## src/rtl/instruction_encoder_if.sv

```systemverilog
// Field-bundle input and encoded-word output of the instruction encoder.
// The bench drives through master; the encoder sits on slave.
interface instruction_encoder_if;
    logic       in_valid;
    logic       in_ready;
    logic       alu_instruction;
    logic [2:0] source_select;
    logic [2:0] destination_select;
    logic [2:0] effect;
    logic [6:0] immediate;
    logic       increment;
    logic [4:0] alu_code;
    logic       out_valid;
    logic       out_ready;
    logic [15:0] out_instruction;

    modport master (
        output in_valid, alu_instruction, source_select, destination_select,
               effect, immediate, increment, alu_code, out_ready,
        input  in_ready, out_valid, out_instruction
    );

    modport slave (
        input  in_valid, alu_instruction, source_select, destination_select,
               effect, immediate, increment, alu_code, out_ready,
        output in_ready, out_valid, out_instruction
    );
endinterface

```

## src/rtl/instruction_encoder.sv

```systemverilog
// Packs copy/ALU field bundles into 16-bit instruction words through a 2-entry
// output FIFO; unencodable bundles are consumed, counted and flagged.
module instruction_encoder #(
    parameter int ERR_W = 8
) (
    input  logic                 clock,
    input  logic                 reset_n,
    instruction_encoder_if.slave bus,
    output logic                 reject,
    output logic [ERR_W-1:0]     error_count,
    output logic [1:0]           fifo_level
);

    // Handshakes: a transfer happens on a rising edge where valid and ready
    // are both 1; valid-side data must stay stable until that edge, and
    // in_ready depends only on registered occupancy, never on out_ready.

    logic [15:0] mem [2];
    logic        wr_ptr;
    logic        rd_ptr;
    logic        accept;
    logic        bad;
    logic        push;
    logic        pop;
    logic [15:0] word;

    assign bus.in_ready  = (fifo_level != 2'd2);
    assign bus.out_valid = (fifo_level != 2'd0);
    assign bus.out_instruction = bus.out_valid ? mem[rd_ptr] : 16'h0000;

    assign accept = bus.in_valid && bus.in_ready;
    assign pop    = bus.out_valid && bus.out_ready;
    assign push   = accept && !bad;

    always_comb begin
        bad  = 1'b0;
        word = 16'h0000;
        if (bus.alu_instruction) begin
            bad  = (bus.alu_code == 5'h1F);
            word = {1'b1, bus.effect, bus.destination_select, bus.source_select,
                    bus.increment, bus.alu_code};
        end else begin
            // Immediate must fit in 6 signed bits; copies have no increment.
            bad  = (bus.immediate[6] != bus.immediate[5]) || bus.increment;
            word = {1'b0, bus.effect, bus.destination_select, bus.source_select,
                    bus.immediate[5:0]};
        end
    end

    always_ff @(posedge clock or negedge reset_n) begin
        if (!reset_n) begin
            mem[0]     <= 16'h0000;
            mem[1]     <= 16'h0000;
            wr_ptr     <= 1'b0;
            rd_ptr     <= 1'b0;
            fifo_level <= 2'd0;
        end else begin
            if (push) begin
                mem[wr_ptr] <= word;
                wr_ptr      <= ~wr_ptr;
            end
            if (pop) begin
                rd_ptr <= ~rd_ptr;
            end
            case ({push, pop})
                2'b10:   fifo_level <= fifo_level + 2'd1;
                2'b01:   fifo_level <= fifo_level - 2'd1;
                default: fifo_level <= fifo_level;
            endcase
        end
    end

    always_ff @(posedge clock or negedge reset_n) begin
        if (!reset_n) begin
            reject      <= 1'b0;
            error_count <= '0;
        end else begin
            reject <= accept && bad;
            if (accept && bad && (error_count != {ERR_W{1'b1}})) begin
                error_count <= error_count + {{(ERR_W-1){1'b0}}, 1'b1};
            end
        end
    end

endmodule

```

## src/flat_wrapper.sv

```systemverilog
// flat-port wrapper written by rule: the top's interface ports become plain ports
module instruction_encoder_flat 
#(
    parameter int ERR_W = 8
)
  (clock, reset_n, reject, error_count, fifo_level, bus_in_valid, bus_alu_instruction, bus_source_select, bus_destination_select, bus_effect, bus_immediate, bus_increment, bus_alu_code, bus_out_ready, bus_in_ready, bus_out_valid, bus_out_instruction);
  instruction_encoder_if bus_i ();
  input  logic clock;
  input  logic reset_n;
  output logic reject;
  output logic [ERR_W-1:0] error_count;
  output logic [1:0] fifo_level;
  input wire logic [$bits(bus_i.in_valid)-1:0] bus_in_valid;
  input wire logic [$bits(bus_i.alu_instruction)-1:0] bus_alu_instruction;
  input wire logic [$bits(bus_i.source_select)-1:0] bus_source_select;
  input wire logic [$bits(bus_i.destination_select)-1:0] bus_destination_select;
  input wire logic [$bits(bus_i.effect)-1:0] bus_effect;
  input wire logic [$bits(bus_i.immediate)-1:0] bus_immediate;
  input wire logic [$bits(bus_i.increment)-1:0] bus_increment;
  input wire logic [$bits(bus_i.alu_code)-1:0] bus_alu_code;
  input wire logic [$bits(bus_i.out_ready)-1:0] bus_out_ready;
  output wire logic [$bits(bus_i.in_ready)-1:0] bus_in_ready;
  output wire logic [$bits(bus_i.out_valid)-1:0] bus_out_valid;
  output wire logic [$bits(bus_i.out_instruction)-1:0] bus_out_instruction;
  assign bus_i.in_valid = bus_in_valid;
  assign bus_i.alu_instruction = bus_alu_instruction;
  assign bus_i.source_select = bus_source_select;
  assign bus_i.destination_select = bus_destination_select;
  assign bus_i.effect = bus_effect;
  assign bus_i.immediate = bus_immediate;
  assign bus_i.increment = bus_increment;
  assign bus_i.alu_code = bus_alu_code;
  assign bus_i.out_ready = bus_out_ready;
  assign bus_in_ready = bus_i.in_ready;
  assign bus_out_valid = bus_i.out_valid;
  assign bus_out_instruction = bus_i.out_instruction;
  instruction_encoder #(.ERR_W(ERR_W)) u_core (.clock(clock), .reset_n(reset_n), .bus(bus_i), .reject(reject), .error_count(error_count), .fifo_level(fifo_level));
endmodule
```

## config.mk

```make
export PLATFORM = sky130hd
export DESIGN_NAME = instruction_encoder_flat
export DESIGN_NICKNAME = d
export VERILOG_FILES = /design/src/rtl/instruction_encoder_if.sv /design/src/rtl/instruction_encoder.sv /design/src/flat_wrapper.sv
export SDC_FILE = /design/constraint.sdc
export NUM_CORES = 1
export LEC_CHECK = 0
export ABC_AREA = 1
export CAP_MARGIN = 30
export CELL_PAD_IN_SITES_DETAIL_PLACEMENT = 2
export CELL_PAD_IN_SITES_GLOBAL_PLACEMENT = 2
export CORE_UTILIZATION = 25
export CTS_CLUSTER_SIZE = 20
export DETAILED_ROUTE_END_ITERATION = 8
export GPL_TIMING_DRIVEN = 0
export PLACE_DENSITY_LB_ADDON = 0.1
export REMOVE_ABC_BUFFERS = 1
export SLEW_MARGIN = 20
export SYNTH_ARGS = -nofsm -noshare
export SYNTH_HDL_FRONTEND = slang
export SYNTH_SLANG_ARGS = --single-unit
```

## constraint.sdc

```tcl
create_clock -name clock -period 1.92 [get_ports clock]
set_input_delay 0.576 -clock clock [delete_from_list [all_inputs] [get_ports clock]]
set_output_delay 0.576 -clock clock [all_outputs]
set_load 0.02 [all_outputs]
```

==> key figures, run 1 <==
Status
  • Status: finished with violations
  • Failing checks: design-rule violations, negative setup slack

Drt
  • Routed len/inst: 15.37 um
  • Total number of vias: 2307
  • Vias per cell: 4.680
  • DRC: 2
  • 1st-iter DRT viols: 64
  • Routed Wire Length: 7579 um
  • TritonRoute pass-1 iters: 6
  • Final ANT Viol Nets: 0

GRT
  • Largest net degree at the start of global routing: 46
  • Antenna violations before repair: 0
  • GR Util All Layers: 16.29%
  • GRT busiest layer: met2
  • M1 GR Usage: 21.36%
  • Grt total ovfl: 0
  • Number of global-route vias before repair: 2432
  • Met2 Use GR: 27.68%
  • First-pass GRT wire length: 12330 um
  • GR Util met3: 3.006%

Logic synthesis
  • Avg Cell Area, Syn: 7.487 sq um
  • Largest family of logic cells by synthesized area: simple AND/OR/NAND/NOR gates
  • Post-synthesis sequential area ratio: 48.67%
  • Flops & latches, synth: 45
  • Mapped Area: 2313 sq um
  • Synth Area in Compound Gates: 5.462%
  • Synth Area in XOR/XNOR: 2.271%
  • Post-synthesis mux area share: 0%
  • Distinct cells, synth: 23
  • Simple-gate share of the synthesized area: 37.86%
  • Synth Instances: 309
  • Adder-Cell Fraction of Synth Area: 1.082%
  • Ys Warns: 0

Die
  • Die width: 98.20 um
  • Placeable Area: 8848 sq um
  • Die ar.: 9642 sq um
  • # IOs: 56
  • Initial Util: 26.15%
  • Row count: 34
  • Die Y: 98.20 um

Place
  • DP Area: 2963 sq um
  • HPWL after detailed placement: 4761 um
  • Inst Count DP: 463
  • IO buf count: 55
  • RePlAce Congestion: 0.7103

Clock network
  • CTS tree: yes
  • Clock root buffer: clkbuf_8
  • Num Clock Sinks: 45
  • CTS max path bufs: 2
  • Htree depth: 2
  • Reg clk slew, reported paths: 0.08 ns
  • CTS Buf Count: 5
  • Worst skew pair latency: 0.30 ns

Timing
  • Clk_skew: 0.006981 ns
  • Final period util: 105.2%
  • Final setup margin: -0.09956 ns
  • Slew headroom: 60.11%
  • Slew @ Worst Pin: 0.5984 ns
  • Fin. max-slew vios: 0
  • RSZ-0062 raised after global routing: true
  • Fin Hold WS: 0.2775 ns
  • Fin crit period: 2.020 ns
  • Setup Viol. Count Final: 16
  • Endpoints failing hold: 0
  • Fmax: 495.2 MHz

Cells and area
  • Nets@finish: 414
  • Layout cells sized above 1: 25.45%
  • Area growth from synthesis to layout: 49.65%
  • Fin cells: 493
  • Antenna Cells: 0
  • Finished Cell Area: 3462 sq um

Setup path
  • Critical-path top delay cell: dfrtp_4
  • Crit-path max cell delay: 0.51 ns
  • Worst setup path end: bus_out_instruction[3]
  • Startpoint types: flop
  • CP arrival: 1.44 ns
  • Reg-to-reg endpoint: u_core.fifo_level[1]$_DFFE_PN0P_
  • Critical Path End Type: primary output
  • Worst r2r src: u_core.fifo_level[1]$_DFFE_PN0P_
  • R2R setup slack: 0.24 ns
  • Critical path class: flop to primary output
  • Crit path launch: u_core.rd_ptr$_DFFE_PN0P_
  • Crit-path cells: clkinvlp_4, buf_12, nand2_1, a21oi_2, buf_6
  • Critical Path Fanout Max: 7
  • R2r worst-path depth: 7
  • WP data required: 1.34 ns

Power and ir drop
  • Pwr/cell area: 1531 nW/um^2
  • Peak supply drop: 0.3924 mV
  • Pleak: 0.001731 uW

Worst hold path
  • Hold crit path type: input pin to asynchronous set/reset pin

Run
  • MaxCap Viol Count: 0
## stage by stage
step           setup TNS (ns)  setup slack (ns)  utilization (%)  power [uW]
6_report               -1.141          -0.09956            39.13        5300
5_1_grt                -2.127           -0.1663            39.13        5694
4_1_cts                -1.106           -0.1042            37.10        5027
3_5_place_dp           -46.99           -0.9447            33.48        4058
3_3_place_gp          -102.83            -1.195            33.31        3939
2_1_floorplan          -1.048           -0.1898                -        2928
## synthesized netlist by cell type, drive strengths merged
master | instances | share of area, %
nand2 | 180 | 29
dfrtp | 45 | 49
a21oi | 17 | 3.7
inv | 15 | 2.4
nand4 | 10 | 3.2
nor2 | 10 | 2.3
nand3 | 8 | 2.7
buf | 5 | 1.4
clkbuf | 5 | 0.81
o21ai | 3 | 0.65
xnor2 | 3 | 1.1
xor2 | 3 | 1.1
a21boi | 2 | 1.1
ha | 2 | 1.1
nand3b | 1 | 0.32
## critical path: cells and delay by family, from the launching register on
kind | cells | cell delay (ns)
AO/OA/AOI/OAI | 1 | 0.15
buffers and inverters | 3 | 0.42
flip-flops | 1 | 0.51
AND/OR/NAND/NOR | 1 | 0.07
## what timing repair did
action,4_1_cts,5_1_grt
setup endpoints to repair,71,36
gates cloned,1,0
gates resized for setup,135,36
pin swaps,8,15
setup buffers,17,5
hold buffers,0,0
## cells in the final DEF, fill, tap and decap left out, drive strengths merged
| cell type | instances |
|---|---|
| clkbuf | 8 |
| buf | 42 |
| clkdlybuf4s15 | 1 |
| inv | 14 |
| clkinvlp | 1 |
| dlygate4sd2 | 10 |
| xor2 | 3 |
| dlymetal6s2s | 1 |
| nand2 | 180 |
| clkdlybuf4s50 | 24 |
| nand4 | 10 |
| a21oi | 17 |
| nand3b | 1 |
| a21boi | 2 |
| dfrtp | 45 |
| xnor2 | 3 |
| o21ai | 3 |
| ha | 2 |
| nand3 | 8 |
| nor2 | 10 |
## logic make-up after synthesis
group / Yosys count
AOI/OAI and AO/OA: 22
xor gates and xnor gates: 6
adders and majority gates: 2
buffers and inverters: 25
DFF: 45
and+or+nand+nor: 209
## cell type report
class | count | area [sq um]
tap | 108 | 135.1
multi-input combinational | 239 | 1287
inverter | 15 | 60.06
fill | 1019 | 5386
timing repair buffer | 79 | 760.7
clock buffer | 7 | 86.33
sequential | 45 | 1132
## state kept, by name, summed over array words and instances, names as in the netlist
name                cells
u_core.reject           1
u_core.wr_ptr           1
u_core.fifo_level       2
u_core.error_count      8
u_core.rd_ptr           1
u_core.mem             32
## report_power, final
part,total [uW],internal [uW],switching [uW],leakage [uW]
registers,1690,1350,338,0.000567
clock network,606,286,320,0.0000443
logic,3000,1330,1670,0.00112
total,5300,2970,2330,0.00173
## per-layer routing
metal,part of all wire (%),vias up
met2,49,45
met4,1.0,0
met3,3.5,6
met1,46,1142
li1,-,1114
met5,0,-
## worst min path at each step
| stage | to | start | slack (ns) | cells past startpoint |
|---|---|---|---|---|
| floorplan | u_core.error_count[0]$_DFFE_PN0P_ | reset_n | 0.28 | 0 |
| global placement | u_core.mem[29]$_DFFE_PN0P_ | u_core.mem[29]$_DFFE_PN0P_ | 0.46 | 2 |
| detailed placement | u_core.mem[10]$_DFFE_PN0P_ | u_core.mem[10]$_DFFE_PN0P_ | 0.47 | 2 |
| CTS | u_core.mem[14]$_DFFE_PN0P_ | reset_n | 0.31 | 1 |
| global route | u_core.mem[28]$_DFFE_PN0P_ | reset_n | 0.33 | 1 |
| finish | u_core.mem[14]$_DFFE_PN0P_ | reset_n | 0.28 | 1 |
No activity file was read; power rests on OpenSTA's default activity.
==> run 2, diff against run 1 <==
--- a/config.mk
+++ b/config.mk
@@ -12,9 +12,9 @@
 export CORE_UTILIZATION = 25
 export CTS_CLUSTER_SIZE = 20
 export DETAILED_ROUTE_END_ITERATION = 8
-export GPL_TIMING_DRIVEN = 0
-export PLACE_DENSITY_LB_ADDON = 0.1
+export PLACE_DENSITY = 0.77
 export REMOVE_ABC_BUFFERS = 1
+export SETUP_SLACK_MARGIN = 0.2
 export SLEW_MARGIN = 20
 export SYNTH_ARGS = -nofsm -noshare
 export SYNTH_HDL_FRONTEND = slang
==> run 2 against run 1 <==
  * The run still ends with design-rule violations, negative setup slack left
  * Clock power is 8.9% higher
  * Final area increased by 21%
  * Critical path type unchanged
  * Fmax is 1.5% higher
  * Non-clock buffer count up 29
  * Wire length up 47%
  * Sequential cell count unchanged
  * Count of clock-buffer cells in the layout fell by 1
  * Highest routed layer unchanged
  * Die area unchanged
==> key figures, run 2 (synthesis results as in run 1) <==
Drt
  • Total number of vias: 2536 (+9.9%)
  • TritonRoute pass-1 iters: 6 (unchanged)
  • Routed len/inst: 21.31 um (+39%)
  • Final ANT Viol Nets: 0 (unchanged)
  • Routed Wire Length: 11150 um (+47%)
  • Vias per cell: 4.849 (+3.6%)
  • 1st-iter DRT viols: 120 (+88%)
  • DRC: 4 (+2)

Cells and area
  • Antenna Cells: 0 (unchanged)
  • Most common cell after layout, fill and taps aside: nand2_1
  • Nets@finish: 443 (+7.0%)
  • Finished Cell Area: 4190 sq um (+21%)
  • Fin cells: 523 (+6.1%)
  • Largest regs: u_core.mem: 32 flops, u_core.error_count: 8 flops, u_core.fifo_level: 2 flops
  • Register with the most flip-flops: u_core.mem
  • Commonest cells after routing, fill and taps aside: nand2_1 (98), nand2_2 (54), dfrtp_1 (45)
  • Filler cells: 970 (-4.8%)
  • Max reg flops: 32 (unchanged)
  • Area growth from synthesis to layout: 81.12%
  • Layout cells sized above 1: 47.71% (+22 points)

Timing
  • Fin. max-slew vios: 0 (unchanged)
  • Endpoints failing hold: 0 (unchanged)
  • Fmax: 502.7 MHz (+1.5%)
  • Clk_skew: 0.009044 ns (+0.002064 ns)
  • RSZ-0062 raised after global routing: true
  • Fin crit period: 1.989 ns (-0.03033 ns)
  • Final setup margin: -0.06923 ns (+0.03033 ns)
  • Final period util: 103.6% (-1.6 points)
  • Slew headroom: 63.95% (+3.8 points)
  • Slew @ Worst Pin: 0.5351 ns (-0.06324 ns)
  • Setup Viol. Count Final: 16 (unchanged)

Setup path
  • CP arrival: 1.41 ns (-0.03 ns)
  • Startpoint types: flop
  • CP bufs+invs: 3 (unchanged)
  • Crit-path cells: inv_2, buf_8, nand2_2, a21oi_2, buf_6
  • Critical Path End Type: primary output
  • Critical-path top delay cell: dfrtp_1
  • Critical path class: flop to primary output
  • Critical Path Fanout Max: 8 (+1)
  • Crit-path max cell delay: 0.44 ns (-0.07 ns)
  • Top delay family on crit path: flip-flops
  • WP data required: 1.34 ns (about the same)

Die
  • Die width: 98.20 um (unchanged)
  • # IOs: 56 (unchanged)
  • Die ar.: 9642 sq um (unchanged)
  • Die Y: 98.20 um (unchanged)
  • Placeable Area: 8848 sq um (unchanged)
  • Initial Util: 26.15% (unchanged)
  • Row count: 34 (unchanged)

Worst hold path
  • Hold crit path type: input pin to asynchronous set/reset pin

Place
  • Inst Count DP: 485 (+4.8%)
  • DP Area: 3178 sq um (+7.3%)
  • RePlAce Congestion: 0.7556 (+6.4%)
  • HPWL after detailed placement: 5641 um (+19%)
  • Placement Setup Slack: -0.4166 ns (+0.5281 ns)
  • IO buf count: 55 (unchanged)

Clock network
  • CTS max path bufs: 2 (unchanged)
  • Htree depth: 2 (unchanged)
  • Worst skew pair latency: 0.33 ns (+0.03 ns)
  • Num Clock Sinks: 45 (unchanged)
  • Reg clk slew, reported paths: 0.10 ns (+0.02 ns)
  • CTS Buf Count: 5 (unchanged)
  • CTS tree: yes
  • Clock root buffer: clkbuf_8

Run
  • MaxCap Viol Count: 0 (unchanged)

GRT
  • First-pass GRT wire length: 15590 um (+26%)
  • Number of global-route vias before repair: 2805 (+15%)
  • Largest net degree at the start of global routing: 32 (-30%)
  • Grt total ovfl: 0 (unchanged)
  • Antenna violations before repair: 0 (unchanged)
  • GR Util All Layers: 21.60% (+5.3 points)

Power and ir drop
  • Peak supply drop: 0.4503 mV (+15%)
  • Pleak: 0.002104 uW (+22%)
  • Pwr/cell area: 1557 nW/um^2 (+1.7%)

Status
  • Failing checks: design-rule violations, negative setup slack
  • Status: finished with violations
-- run 2: cell types whose count changed in the layout (fill, tap and decap cells not counted), sizes merged --
cell and delta:
buf +31, clkdlybuf4s15 +2, clkdlybuf4s50 -7, clkinvlp +1, dlygate4sd2 +3, dlymetal6s2s -1
inv +1
-- run 2: power breakdown --
part	internal, uW	total (uW)	switching (uW)
clock	258	660	403
combinational	1920	4120	2190
sequential	1340	1750	409
total	3520	6530	3010
-- run 2: repair_timing --
action                                  CTS  global route
endpoints found under the setup margin   72            59
cloned                                    4             0
resized for setup                       203           103
hold buffers                              0             0
pin swaps                                29            50
setup buffers                            19             7
-- run 2: path summary, 6_finish.rpt --
path	end	slack, ns	startpoint	cells past startpoint
hold reg to reg	u_core.mem[7]$_DFFE_PN0P_	0.50	u_core.mem[7]$_DFFE_PN0P_	2
setup reg to reg	u_core.mem[16]$_DFFE_PN0P_	0.03	u_core.fifo_level[0]$_DFFE_PN0P_	12
hold / removal	u_core.mem[10]$_DFFE_PN0P_	0.15	reset_n	1
min in group clock	u_core.mem[7]$_DFFE_PN0P_	0.50	u_core.mem[7]$_DFFE_PN0P_	2
setup / recovery	bus_out_instruction[13]	-0.07	u_core.rd_ptr$_DFFE_PN0P_	5
max in group asynchronous	u_core.error_count[5]$_DFFE_PN0P_	1.26	reset_n	2
-- run 2: metal layers --
metal  up-vias  wire length, um  GRT usage (%)
met5         -                0              0
met4         0              255          7.577
met3        17              343          2.935
met2        61             6223          41.87
met1      1285             4325          23.86
li1       1173                -              -
-- run 2: area by class of cell --
class	count	area (sq um)	area share [%]
inverters	15	58.81	1.403
repair buffers	108	1191	28.43
clock inverters	2	15.01	0.3583
well taps	108	135.1	3.225
clock buffers	6	72.57	1.732
multi-input cells	239	1592	37.98
flip-flops and latches	45	1126	26.87
-- run 2: stage by stage --
step	total power (uW)	utilization, %	TNS (ns)	hold slack, ns
floorplan	2928	-	-1.048	0.2804
global placement	4221	35.92	-14.21	0.4614
detailed placement	4337	35.92	-17.81	0.4734
CTS	5740	42.93	-0.2970	0.1892
global route	6841	47.36	-1.702	0.1637
finish	6526	47.36	-0.6224	0.1497
-- run 2: worst register-to-register path, cell delays in order, from the launching register on --
cell	delay [ns]
dfrtp_1	0.41
buf_6	0.12
buf_6	0.10
inv_4	0.04
a21boi_4	0.21
nand3_4	0.12
buf_6	0.14
buf_6	0.12
nor2_4	0.17
buf_6	0.13
buf_12	0.14
nand2_8	0.07
nand2_4	0.07
==> run 3, diff against run 2 <==
--- a/config.mk
+++ b/config.mk
@@ -15,7 +15,6 @@
 export PLACE_DENSITY = 0.77
 export REMOVE_ABC_BUFFERS = 1
 export SETUP_SLACK_MARGIN = 0.2
-export SLEW_MARGIN = 20
 export SYNTH_ARGS = -nofsm -noshare
 export SYNTH_HDL_FRONTEND = slang
 export SYNTH_SLANG_ARGS = --single-unit
==> results of run 3 <==
No change in the layout: final DEF, timing and power equal those of run 2.
